$ cat src/rtl/cnl_job_dispatcher_if.sv
// Descriptor, job-issue, fetch, completion and pixel-stream signals of one dispatcher/quad pairing.
// The master modport is the dispatcher's view; the slave modport is the scheduler/quad/source side.
interface cnl_job_dispatcher_if #(
   parameter int C_PARAM_WIDTH    = 128,
   parameter int C_BEAT_CNT_WIDTH = 20
);
   logic                        desc_valid;
   logic                        desc_ready;
   logic [C_PARAM_WIDTH-1:0]    desc_params;
   logic [C_BEAT_CNT_WIDTH-1:0] desc_num_pixel_beats;
   logic                        job_start;
   logic                        job_accept;
   logic [C_PARAM_WIDTH-1:0]    job_parameters;
   logic                        job_fetch_request;
   logic                        job_fetch_ack;
   logic                        job_fetch_complete;
   logic                        job_complete;
   logic                        job_complete_ack;
   logic                        src_pixel_valid;
   logic                        src_pixel_ready;
   logic [127:0]                src_pixel_data;
   logic                        pixel_valid;
   logic                        pixel_ready;
   logic [127:0]                pixel_data;
   logic                        busy;
   logic                        done_valid;
   logic                        done_error;

   modport master (
      input  desc_valid, desc_params, desc_num_pixel_beats, job_accept, job_fetch_request,
             job_complete, src_pixel_valid, src_pixel_data, pixel_ready,
      output desc_ready, job_start, job_parameters, job_fetch_ack, job_fetch_complete,
             job_complete_ack, src_pixel_ready, pixel_valid, pixel_data, busy, done_valid, done_error
   );

   modport slave (
      output desc_valid, desc_params, desc_num_pixel_beats, job_accept, job_fetch_request,
             job_complete, src_pixel_valid, src_pixel_data, pixel_ready,
      input  desc_ready, job_start, job_parameters, job_fetch_ack, job_fetch_complete,
             job_complete_ack, src_pixel_ready, pixel_valid, pixel_data, busy, done_valid, done_error
   );
endinterface

$ cat src/rtl/cnl_job_dispatcher.sv
// Issues one job to a CNN layer quad, gates exactly the descriptor's pixel-beat count, then acks completion.
// Optional watchdog abort on stalled handshakes is built only when CNL_DISPATCH_TIMEOUT_EN is defined.
module cnl_job_dispatcher #(
   parameter int C_PARAM_WIDTH    = 128,
   parameter int C_BEAT_CNT_WIDTH = 20,
   parameter int C_TIMEOUT_CYCLES = 65535
) (
   input  logic                  clk_if,
   input  logic                  rst,
   cnl_job_dispatcher_if.master  ctl
);
   typedef enum logic [2:0] {
      IDLE, START, WAIT_FETCH, FETCH, FETCH_DONE, WAIT_DONE, ACK_DONE
   } state_t;

   state_t                      state, state_nxt;
   logic [C_BEAT_CNT_WIDTH-1:0] remaining;
   logic [C_PARAM_WIDTH-1:0]    params_q;
   logic                        complete_sticky;
   logic                        gate, beat, timeout;
   logic                        desc_ready_q, job_start_q, fetch_ack_q, fetch_complete_q;
   logic                        complete_ack_q, busy_q, done_valid_q;

   assign gate = (state == FETCH) && (remaining != '0);
   assign beat = ctl.src_pixel_valid && ctl.pixel_ready && gate;

`ifdef CNL_DISPATCH_TIMEOUT_EN
   localparam int WD_W = $clog2(C_TIMEOUT_CYCLES + 1);
   logic [WD_W-1:0] wd_cnt;
   logic            in_wait;
   logic            done_error_q;

   assign in_wait = (state == START) || (state == WAIT_FETCH) || (state == WAIT_DONE);
   assign timeout = in_wait && (wd_cnt == WD_W'(C_TIMEOUT_CYCLES - 1));

   always_ff @(posedge clk_if) begin
      if (rst) begin
         wd_cnt       <= '0;
         done_error_q <= 1'b0;
      end else begin
         done_error_q <= timeout;
         if (!in_wait || state_nxt != state) wd_cnt <= '0;
         else                                wd_cnt <= wd_cnt + 1'b1;
      end
   end
   assign ctl.done_error = done_error_q;
`else
   assign timeout        = 1'b0;
   assign ctl.done_error = 1'b0;
`endif

   always_comb begin
      state_nxt = state;
      case (state)
         IDLE:       if (ctl.desc_valid && desc_ready_q) state_nxt = START;
         START:      if (ctl.job_accept) state_nxt = WAIT_FETCH;
         WAIT_FETCH: if (ctl.job_fetch_request) state_nxt = FETCH;
         // Leave on the edge that takes the last beat so fetch_complete lands one cycle later.
         FETCH:      if (remaining == '0 || (remaining == C_BEAT_CNT_WIDTH'(1) && beat))
                        state_nxt = FETCH_DONE;
         FETCH_DONE: state_nxt = WAIT_DONE;
         WAIT_DONE:  if (ctl.job_complete || complete_sticky) state_nxt = ACK_DONE;
         ACK_DONE:   state_nxt = IDLE;
         default:    state_nxt = IDLE;
      endcase
      if (timeout) state_nxt = IDLE;
   end

   always_ff @(posedge clk_if) begin
      if (rst) begin
         state            <= IDLE;
         remaining        <= '0;
         params_q         <= '0;
         complete_sticky  <= 1'b0;
         desc_ready_q     <= 1'b0;
         job_start_q      <= 1'b0;
         fetch_ack_q      <= 1'b0;
         fetch_complete_q <= 1'b0;
         complete_ack_q   <= 1'b0;
         busy_q           <= 1'b0;
         done_valid_q     <= 1'b0;
      end else begin
         state            <= state_nxt;
         desc_ready_q     <= (state_nxt == IDLE);
         job_start_q      <= (state_nxt == START);
         fetch_ack_q      <= (state == WAIT_FETCH) && (state_nxt == FETCH);
         fetch_complete_q <= (state_nxt == FETCH_DONE);
         complete_ack_q   <= (state_nxt == ACK_DONE);
         busy_q           <= (state_nxt != IDLE);
         done_valid_q     <= (state_nxt == ACK_DONE) || timeout;

         if (state == IDLE && state_nxt == START) begin
            params_q  <= ctl.desc_params;
            remaining <= ctl.desc_num_pixel_beats;
         end else if (beat) begin
            remaining <= remaining - 1'b1;
         end

         // Quad may finish before we have signalled fetch_complete; remember it until WAIT_DONE.
         if (state_nxt == IDLE)
            complete_sticky <= 1'b0;
         else if ((state == FETCH || state == FETCH_DONE) && ctl.job_complete)
            complete_sticky <= 1'b1;
      end
   end

   assign ctl.desc_ready         = desc_ready_q;
   assign ctl.job_start          = job_start_q;
   assign ctl.job_parameters     = params_q;
   assign ctl.job_fetch_ack      = fetch_ack_q;
   assign ctl.job_fetch_complete = fetch_complete_q;
   assign ctl.job_complete_ack   = complete_ack_q;
   assign ctl.busy               = busy_q;
   assign ctl.done_valid         = done_valid_q;
   assign ctl.pixel_valid        = ctl.src_pixel_valid && gate;
   assign ctl.src_pixel_ready    = ctl.pixel_ready && gate;
   assign ctl.pixel_data         = ctl.src_pixel_data;
endmodule

$ cat src/flat_wrapper.sv
// flat-port wrapper written by rule: the top's interface ports become plain ports
module cnl_job_dispatcher_flat 
#(
   parameter int C_PARAM_WIDTH    = 128,
   parameter int C_BEAT_CNT_WIDTH = 20,
   parameter int C_TIMEOUT_CYCLES = 65535
)
  (clk_if, rst, ctl_desc_valid, ctl_desc_params, ctl_desc_num_pixel_beats, ctl_job_accept, ctl_job_fetch_request, ctl_job_complete, ctl_src_pixel_valid, ctl_src_pixel_data, ctl_pixel_ready, ctl_desc_ready, ctl_job_start, ctl_job_parameters, ctl_job_fetch_ack, ctl_job_fetch_complete, ctl_job_complete_ack, ctl_src_pixel_ready, ctl_pixel_valid, ctl_pixel_data, ctl_busy, ctl_done_valid, ctl_done_error);
  cnl_job_dispatcher_if #(.C_PARAM_WIDTH(C_PARAM_WIDTH), .C_BEAT_CNT_WIDTH(C_BEAT_CNT_WIDTH)) ctl_i ();
  input  logic clk_if;
  input  logic rst;
  input wire logic [$bits(ctl_i.desc_valid)-1:0] ctl_desc_valid;
  input wire logic [$bits(ctl_i.desc_params)-1:0] ctl_desc_params;
  input wire logic [$bits(ctl_i.desc_num_pixel_beats)-1:0] ctl_desc_num_pixel_beats;
  input wire logic [$bits(ctl_i.job_accept)-1:0] ctl_job_accept;
  input wire logic [$bits(ctl_i.job_fetch_request)-1:0] ctl_job_fetch_request;
  input wire logic [$bits(ctl_i.job_complete)-1:0] ctl_job_complete;
  input wire logic [$bits(ctl_i.src_pixel_valid)-1:0] ctl_src_pixel_valid;
  input wire logic [$bits(ctl_i.src_pixel_data)-1:0] ctl_src_pixel_data;
  input wire logic [$bits(ctl_i.pixel_ready)-1:0] ctl_pixel_ready;
  output wire logic [$bits(ctl_i.desc_ready)-1:0] ctl_desc_ready;
  output wire logic [$bits(ctl_i.job_start)-1:0] ctl_job_start;
  output wire logic [$bits(ctl_i.job_parameters)-1:0] ctl_job_parameters;
  output wire logic [$bits(ctl_i.job_fetch_ack)-1:0] ctl_job_fetch_ack;
  output wire logic [$bits(ctl_i.job_fetch_complete)-1:0] ctl_job_fetch_complete;
  output wire logic [$bits(ctl_i.job_complete_ack)-1:0] ctl_job_complete_ack;
  output wire logic [$bits(ctl_i.src_pixel_ready)-1:0] ctl_src_pixel_ready;
  output wire logic [$bits(ctl_i.pixel_valid)-1:0] ctl_pixel_valid;
  output wire logic [$bits(ctl_i.pixel_data)-1:0] ctl_pixel_data;
  output wire logic [$bits(ctl_i.busy)-1:0] ctl_busy;
  output wire logic [$bits(ctl_i.done_valid)-1:0] ctl_done_valid;
  output wire logic [$bits(ctl_i.done_error)-1:0] ctl_done_error;
  assign ctl_i.desc_valid = ctl_desc_valid;
  assign ctl_i.desc_params = ctl_desc_params;
  assign ctl_i.desc_num_pixel_beats = ctl_desc_num_pixel_beats;
  assign ctl_i.job_accept = ctl_job_accept;
  assign ctl_i.job_fetch_request = ctl_job_fetch_request;
  assign ctl_i.job_complete = ctl_job_complete;
  assign ctl_i.src_pixel_valid = ctl_src_pixel_valid;
  assign ctl_i.src_pixel_data = ctl_src_pixel_data;
  assign ctl_i.pixel_ready = ctl_pixel_ready;
  assign ctl_desc_ready = ctl_i.desc_ready;
  assign ctl_job_start = ctl_i.job_start;
  assign ctl_job_parameters = ctl_i.job_parameters;
  assign ctl_job_fetch_ack = ctl_i.job_fetch_ack;
  assign ctl_job_fetch_complete = ctl_i.job_fetch_complete;
  assign ctl_job_complete_ack = ctl_i.job_complete_ack;
  assign ctl_src_pixel_ready = ctl_i.src_pixel_ready;
  assign ctl_pixel_valid = ctl_i.pixel_valid;
  assign ctl_pixel_data = ctl_i.pixel_data;
  assign ctl_busy = ctl_i.busy;
  assign ctl_done_valid = ctl_i.done_valid;
  assign ctl_done_error = ctl_i.done_error;
  cnl_job_dispatcher #(.C_PARAM_WIDTH(C_PARAM_WIDTH), .C_BEAT_CNT_WIDTH(C_BEAT_CNT_WIDTH), .C_TIMEOUT_CYCLES(C_TIMEOUT_CYCLES)) u_core (.clk_if(clk_if), .rst(rst), .ctl(ctl_i));
endmodule
$ cat config.mk
export PLATFORM = sky130hd
export DESIGN_NAME = cnl_job_dispatcher_flat
export DESIGN_NICKNAME = d
export VERILOG_FILES = /design/src/rtl/cnl_job_dispatcher_if.sv /design/src/rtl/cnl_job_dispatcher.sv /design/src/flat_wrapper.sv
export SDC_FILE = /design/constraint.sdc
export NUM_CORES = 1
export LEC_CHECK = 0
export BUFFER_PORTS_ARGS = -buffer_cell sky130_fd_sc_hd__clkbuf_2
export CAP_MARGIN = 30
export CORE_AREA = 2 2 215 217
export DETAILED_ROUTE_END_ITERATION = 10
export DIE_AREA = 0 0 217 219
export GPL_ROUTABILITY_DRIVEN = 0
export HOLD_SLACK_MARGIN = 0.05
export PLACE_DENSITY = 0.44
export SKIP_CTS_REPAIR_TIMING = 1
export SLEW_MARGIN = 20
export SYNTH_ARGS = -nofsm -noshare
export SYNTH_HDL_FRONTEND = slang
export SYNTH_SLANG_ARGS = --single-unit
$ cat constraint.sdc
create_clock -name clk_if -period 2.5 [get_ports clk_if]
set_clock_uncertainty 0.2 [all_clocks]
set_input_delay 0.375 -clock clk_if [delete_from_list [all_inputs] [get_ports clk_if]]
set_output_delay 0.375 -clock clk_if [all_outputs]
set_load 0.05 [all_outputs]
==> summary by stage, run 1 <==
Place
The quantity of I/O buffers inserted on ports is 292. The placed cell count is 1612. The placed wire-length estimate is 17.16 mm.

In this run the cell area measured after placement is 8212 um^2.

Power and ir drop
The net switching fraction of the power is 0.3420. The power after layout is 0.007363 W. The ratio of total power to cell area is between 700 and 800 nW/um^2. The clock share of power is 0.364.

The standby leakage power is 4.317 nW. The share of total power dissipated in sequential elements is 0.383. The logic gate share of total power is 0.253.

IR analysis of the VDD net gives a maximum drop of 0.4531 mV. The cell-internal power is 0.004845 W. The power spent charging and discharging nets is 0.002518 W.

Routing
The first routing iteration left 276 violations. The count of nets left with antenna violations once routing finished came out at 0. The detailed-router iteration count before antenna repair is 7. After detailed routing, the number of remaining DRC violations is 0. Wires add up to 24.69 mm.

In the final routed layout, each cell accounts on average for between 10 and 15 um. The number of vias per cell after detailed routing is roughly 3.8. For this block, the via count after detailed routing is between 6000 and 7000.

Cells and area
The number of nets in the finished design is 1470. The final design instance area without fill is 10480 um^2. The layout overhead on the synthesized area is 50.41%.

The filler-free cell count of the finished design is 1797. The register with the most flip-flops in the layout has 128 of them. The most common cell after layout, fill and taps aside is sky130_fd_sc_hd__clkbuf_2.

The antenna cell count is 0. The final cell utilization of the core is 0.2325. The share of cells above drive strength 1 is 0.3175. Fill cells in the final layout number 4979. The library cells used most frequently in the layout, excluding fill and tap cells, are sky130_fd_sc_hd__clkbuf_2, sky130_fd_sc_hd__nand2_1, sky130_fd_sc_hd__dfxtp_1.

Critical path
The maximum fanout encountered on the critical timing path is 5. The endpoint kind of the worst setup timing path is a primary output. Among all stages on the critical path, the largest delay is contributed by sky130_fd_sc_hd__or4_4.

The required arrival time at the worst endpoint is approximately 1.9 ns. The worst path arrival time is 2.28 ns. The start-to-end type of the worst setup path is flop to primary output. The nature of the critical path startpoint is a flop.

The largest stage delay on the critical path is 0.59 ns. Walking the worst path, the cells encountered are or3_4, or4_4, nor2_2, nand2_1, and3_4, buf_8.

Timing
Timing would allow up to 350.7 MHz. Of the available clock period, the critical path in the final layout requires 1.141. Once routing completed, OpenROAD measured the worst setup slack at -0.3516 ns. The worst slew slack as a fraction of its limit is 0.4259. The final number of setup-violating endpoints is 11. The smallest clock period supported by the final layout is computed as ~2.9 ns.

Setup repair after global routing could not meet its margin everywhere. For the pin with the worst max-slew slack, the measured transition is 0.8612 ns. The number of hold violations in the final report is 0. For the final routed database, the setup TNS stands at -1.936 ns.

The total count of max-transition violations in the final report is 0.

Global routing
The total track usage is 0.09614. The via count of the first global-routing pass came to around 6000. Entering global routing, the biggest net connects 92 pins.

The remaining global-route overflow is 0. The first-pass GRT wire length is 33.95 mm. The initial antenna violation count is 0.

Yosys
Summing every instance area after synthesis gives 6969 um^2. The total nets after synthesis is 1173. The register area share after synthesis is 0.4539.

For this run, the leading register cell type out of synthesis is sky130_fd_sc_hd__dfxtp_1. Synthesis inferred about 160 register bits. In this run, synthesis inferred 0 flip-flops with an integrated enable.

The share of flip-flops with an asynchronous set or reset after synthesis is 0. During synthesis, Yosys emitted a total of 0 warnings. The average size of a mapped cell is 7.857 um^2.

The number of different library cells in the post-synthesis netlist is 48. The cell count after synthesis came out at just under 900.

Clock network
In this run the clock root is driven by a sky130_fd_sc_hd__clkbuf_16. The depth of the CTS H-tree is 4. The number of buffers created by CTS is 17. At the later pin of the worst-skew pair, clock insertion delay measures 0.48 ns.

Clock tree synthesis found a total of 158 sinks. Clock-pin slew was measured on the worst setup and hold paths at 0.07 ns. The deepest clock path buffer count is 2. The clock tree from TritonCTS is done.

Floorplanning
The chip height is 219 um. The die covers ~48000 um^2. For this configuration, the core starts out at a cell density of 0.1546. The width of the chip is 217 um. The initialized floorplan defines 78 standard-cell rows. The area of the core is between 40000 and 50000 um^2. between 500 and 600 I/O pins were placed.

Outcome
The flow ran to the end, but the final reports show violations. The checks that failed: negative setup slack.

Hold path
The path class of the tightest hold or removal check is primary input to flop.

Run
Max-cap violations in this run came to 0.
[synth_stat cells, drive strengths merged (3+ instances only)]
master / instances / area share
nand2: 262 / 0.14
o31ai: 4 / 0.0043
o211ai: 4 / 0.0043
nor4: 5 / 0.0054
dfxtp: 158 / 0.45
a21oi: 134 / 0.096
xor2: 8 / 0.010
clkbuf: 56 / 0.030
and3: 4 / 0.0036
buf: 132 / 0.14
or4: 8 / 0.0092
o21ai: 6 / 0.0043
nand4: 3 / 0.0027
a211oi: 11 / 0.013
nor2: 32 / 0.017
a311oi: 8 / 0.010
or2: 4 / 0.0036
inv: 7 / 0.0038
or3: 9 / 0.0081
[routing by layer]
layer,vias to the layer above,part of all wire,GRT usage,wire (um)
met4,2,0.043,0.06484,1054
met5,-,0.0018,0.009375,44
met1,3162,0.40,0.1018,9978
met2,247,0.48,0.1481,11810
met3,67,0.073,0.04976,1798
li1,3382,-,-,-
[worst max-delay path: cells and delay by family (launching register included)]
| family | cells | cell delay, ns |
|---|---|---|
| AND/OR/NAND/NOR | 5 | 1.31 |
| buffers and inverters | 1 | 0.14 |
| flip-flops | 1 | 0.34 |
[power by group through the flow]
stage | Clock [W] | Combinational (W) | Sequential, W
floorplan | 0 | 0.00113 | 0.00336
global placement | 0 | 0.00159 | 0.00287
detailed placement | 0 | 0.00160 | 0.00287
CTS | 0.00283 | 0.00161 | 0.00282
global route | 0.00293 | 0.00201 | 0.00284
finish | 0.00268 | 0.00186 | 0.00282
[layout make-up]
type	instances	area (um^2)	area share
Clock buffer	18	429.2	0.04094
Sequential cell	158	3166	0.3020
Inverter	7	26.28	0.002507
Clock inverter	14	156.4	0.01492
Timing Repair Buffer	466	3231	0.3082
Multi-Input combinational cell	534	2724	0.2598
Tap cell	600	750.7	0.07162
[path summary, 6_finish.rpt]
check                                                     from                              to  slack, ns  cells past startpoint
worst max register to register            u_core.remaining[15]             u_core.remaining[3]      -0.20                      7
worst min register to register  u_core.ctl.job_parameters[127]  u_core.ctl.job_parameters[127]       0.25                      2
worst max-delay path                      u_core.remaining[15]             ctl_src_pixel_ready      -0.35                      6
worst min-delay path               ctl_desc_num_pixel_beats[5]             u_core.remaining[5]       0.06                      3
[metrics by stage]
step	hold slack, ns	setup WS (ns)
after detailed placement	0.2458	0.009847
final	0.05604	-0.3516
after CTS	-0.1470	-0.4944
after global routing	0.05065	-0.4515
after floorplan	0.2585	0.07190
after global placement	0.2413	0.08192
[cell families after synthesis]
group                      Yosys count  share of synthesized area
DFF                                158                     0.4539
AOI/OAI and AO/OA                  180                     0.1492
other                                1                  0.0005381
and+or+nand+nor                    341                     0.2039
xor gates and xnor gates            10                    0.01257
buffers and inverters              195                     0.1763
adders and majority gates            2                   0.003590
(Power assumes the default switching activity.)
==> run 2: changes to the inputs <==
--- a/config.mk
+++ b/config.mk
@@ -5,7 +5,7 @@
 export SDC_FILE = /design/constraint.sdc
 export NUM_CORES = 1
 export LEC_CHECK = 0
-export BUFFER_PORTS_ARGS = -buffer_cell sky130_fd_sc_hd__clkbuf_2
+export BUFFER_PORTS_ARGS = -buffer_cell sky130_fd_sc_hd__buf_4
 export CAP_MARGIN = 30
 export CORE_AREA = 2 2 215 217
 export DETAILED_ROUTE_END_ITERATION = 10
==> constraint.sdc (replaced) <==
create_clock -name clk_if -period 2.5 [get_ports clk_if]
set_clock_uncertainty 0.2 [all_clocks]
set_input_delay 0.375 -clock clk_if [delete_from_list [all_inputs] [get_ports clk_if]]
set_output_delay 0.375 -clock clk_if [all_outputs]
set_load 0.1 [all_outputs]
==> run 2 against run 1 <==
The flow still finishes with violations (negative setup slack). Combinational power rose by 38%. Register-to-register slack gained 0.05 ns. Worst setup slack worse by 0.0076 ns. Largest cell class unchanged. Die area unchanged. Count of clock-buffer cells in the layout up 1. Hold slack got worse by 0.040 ns. Utilization rose by 1.7 points. Sequential cell count unchanged.
==> summary by stage, run 2 (synthesis gave the netlist of run 1 again) <==
Outcome
The run finished, with violations left. The checks that failed: negative setup slack.

Floorplanning
The area of the die is 47520 um^2 (unchanged). The chip height is 219 um (unchanged). The width of the chip came to 217 um (unchanged). The starting density of the core was 0.1546 (unchanged).

The I/O pin count came to 550 (unchanged). The area of the core is 45090 um^2 (unchanged). The floorplan row count is 78 (unchanged).

Cells and area
The filler-free cell count of the finished design is 1809 (+0.67%). The number of nets in the finished design is 1480 (+0.68%). The final design instance area without fill is 11240 um^2 (+7.2%).

The most common cell after layout, fill and taps aside is sky130_fd_sc_hd__buf_4. The layout overhead on the synthesized area is 61.29%. The share of cells above drive strength 1 was 0.3165 (-0.0009732). The flip-flop count of the largest register, all copies and words added was 128 (unchanged). Leaving out fill and tap cells, the most frequent cells in the layout are sky130_fd_sc_hd__buf_4, sky130_fd_sc_hd__nand2_1, sky130_fd_sc_hd__dfxtp_1. The filler cell count in the final layout is 4954 (-0.50%).

Timing
The worst hold margin is 0.01594 ns (-0.04011 ns). The final clock period utilization by the worst path is 1.144 (+0.003026). The total count of max-transition violations in the final report is 0 (unchanged). The post-route minimum period is 2.859 ns (+0.007565 ns). The final worst-path setup slack came to -0.3591 ns (-0.007565 ns).

Setup repair after global routing could not meet its margin everywhere. The transition at the pin with the smallest max-transition slack was 0.8084 ns (-0.05285 ns). The fmax was 349.8 MHz (-0.26%).

The number of hold violations in the final report is 0 (unchanged). The final number of setup-violating endpoints is 11 (unchanged). The final setup TNS is -1.604 ns (+0.3316 ns). The worst slew slack as a fraction of its limit is 0.4611 (+0.03523).

Place
The placed cell count was 1622 (+0.62%). The quantity of I/O buffers inserted on ports is 292 (unchanged). The placed instance area is 9006 um^2 (+9.7%).

The placed wire-length estimate is 17.17 mm (about the same).

Global routing
The initial antenna violation count is 1 (+1). The first-pass GRT wire length is 34.71 mm (+2.2%). The pin count of the biggest net entering global routing is 96 (+4.3%). The remaining global-route overflow is 0 (unchanged).

The total track usage is 0.09693 (+0.0007884). The via count of the first global-routing pass is 6076 (+2.5%).

Critical path
The nature of the critical path startpoint is a flop. The worst path arrival time was 2.28 ns (about the same). The total buffers and inverters traversed by the critical path was 1 (unchanged).

The endpoint kind of the worst setup timing path is a primary output. The critical path goes through or3_4, or4_4, nor2_2, nand2_1, and3_4, buf_12. For this design, the slowest cell found on the critical path is sky130_fd_sc_hd__or4_4.

The maximum fanout encountered on the critical timing path is 5 (unchanged). The critical path is of the flop to primary output type. The required arrival time at the worst endpoint is 1.92 ns (about the same). The largest stage delay on the critical path is 0.59 ns (about the same).

The cell family with the largest share of critical-path delay is simple AND/OR/NAND/NOR gates.

Power and ir drop
The peak supply drop is 0.4250 mV (-6.2%). The standby leakage power is 4.586 nW (+6.2%). The ratio of total power to cell area was 739.1 nW/um^2 (+5.2%).

Clock network
The deepest clock path buffer count came to 2 (unchanged). The number of buffers created by CTS came to 17 (unchanged). The register clock-pin slew on the reported worst setup and hold paths came to 0.06 ns (about the same).

The master cell of the clock root buffer is sky130_fd_sc_hd__clkbuf_16. The depth of the CTS H-tree is 4 (unchanged). TritonCTS built the clock tree. The clock insertion delay at the later pin of the skew report is 0.48 ns (about the same). The total number of clock tree sinks is 158 (unchanged).

Routing
The number of DRC violations after detailed-routing iteration 0 is 269 (-2.5%). The number of vias after detailed routing was 6863 (+0.044%). The remaining antenna violation count was 0 (unchanged). The total wirelength of the detailed-routed design is 24.49 mm (-0.79%). The average detailed-routed wire length per instance is 13.54 um (-1.5%). The detailed-router iteration count before antenna repair came to 4 (-3). The number of vias per cell after detailed routing is 3.794 (-0.62%). The DRC violations left was 0 (unchanged).

Hold path
The min-delay analysis places its worst path in the category primary input to flop.

Run
The max-cap violation count is 0 (unchanged).
-- run 2: area by class of cell --
cell class,count,area (um^2),area share
timing repair buffer,476,4019,0.3575
sequential,158,3167,0.2817
multi-input combinational,534,2629,0.2339
tap,600,750.7,0.06679
clock buffer,19,432.9,0.03851
clock inverter,13,211.5,0.01881
inverter,7,26.28,0.002337
antenna,2,5.005,0.0004452
-- run 2: final timing paths --
check | startpoint | endpoint | slack, ns | cells after the start
hold reg to reg | u_core.ctl.job_parameters[127] | u_core.ctl.job_parameters[127] | 0.25 | 2
setup / recovery | u_core.remaining[14] | ctl_src_pixel_ready | -0.36 | 6
setup reg to reg | u_core.remaining[14] | u_core.remaining[0] | -0.15 | 9
hold / removal | ctl_desc_num_pixel_beats[13] | u_core.remaining[13] | 0.02 | 3
-- run 2: routing by layer --
metal | GRT usage | vias to the layer above | share of wire
li1 | - | 3399 | -
met1 | 0.1071 | 3142 | 0.40
met2 | 0.1474 | 259 | 0.47
met3 | 0.04449 | 63 | 0.083
met4 | 0.06849 | 0 | 0.039
met5 | 0.002083 | - | 0
-- run 2: worst min-delay path, stage by stage --
cell and delay (ns):
sky130_fd_sc_hd__buf_4 0.09, sky130_fd_sc_hd__a22oi_1 0.07, sky130_fd_sc_hd__a21oi_1 0.13
-- run 2: where the power goes --
| part | total, W | internal, W | switching, W |
|---|---|---|---|
| Sequential | 0.00282 | 0.00271 | 0.000116 |
| Clock | 0.00293 | 0.00178 | 0.00115 |
| Combinational | 0.00256 | 0.000816 | 0.00175 |
-- run 2: stage by stage --
step	utilization	worst slack [ns]	power (W)
finish	0.2493	-0.3591	0.008308
floorplan	-	0.01899	0.005462
CTS	0.2140	-0.4521	0.008233
global placement	0.1997	0.06683	0.005197
global route	0.2493	-0.4347	0.008710
detailed placement	0.1997	-0.004866	0.005209
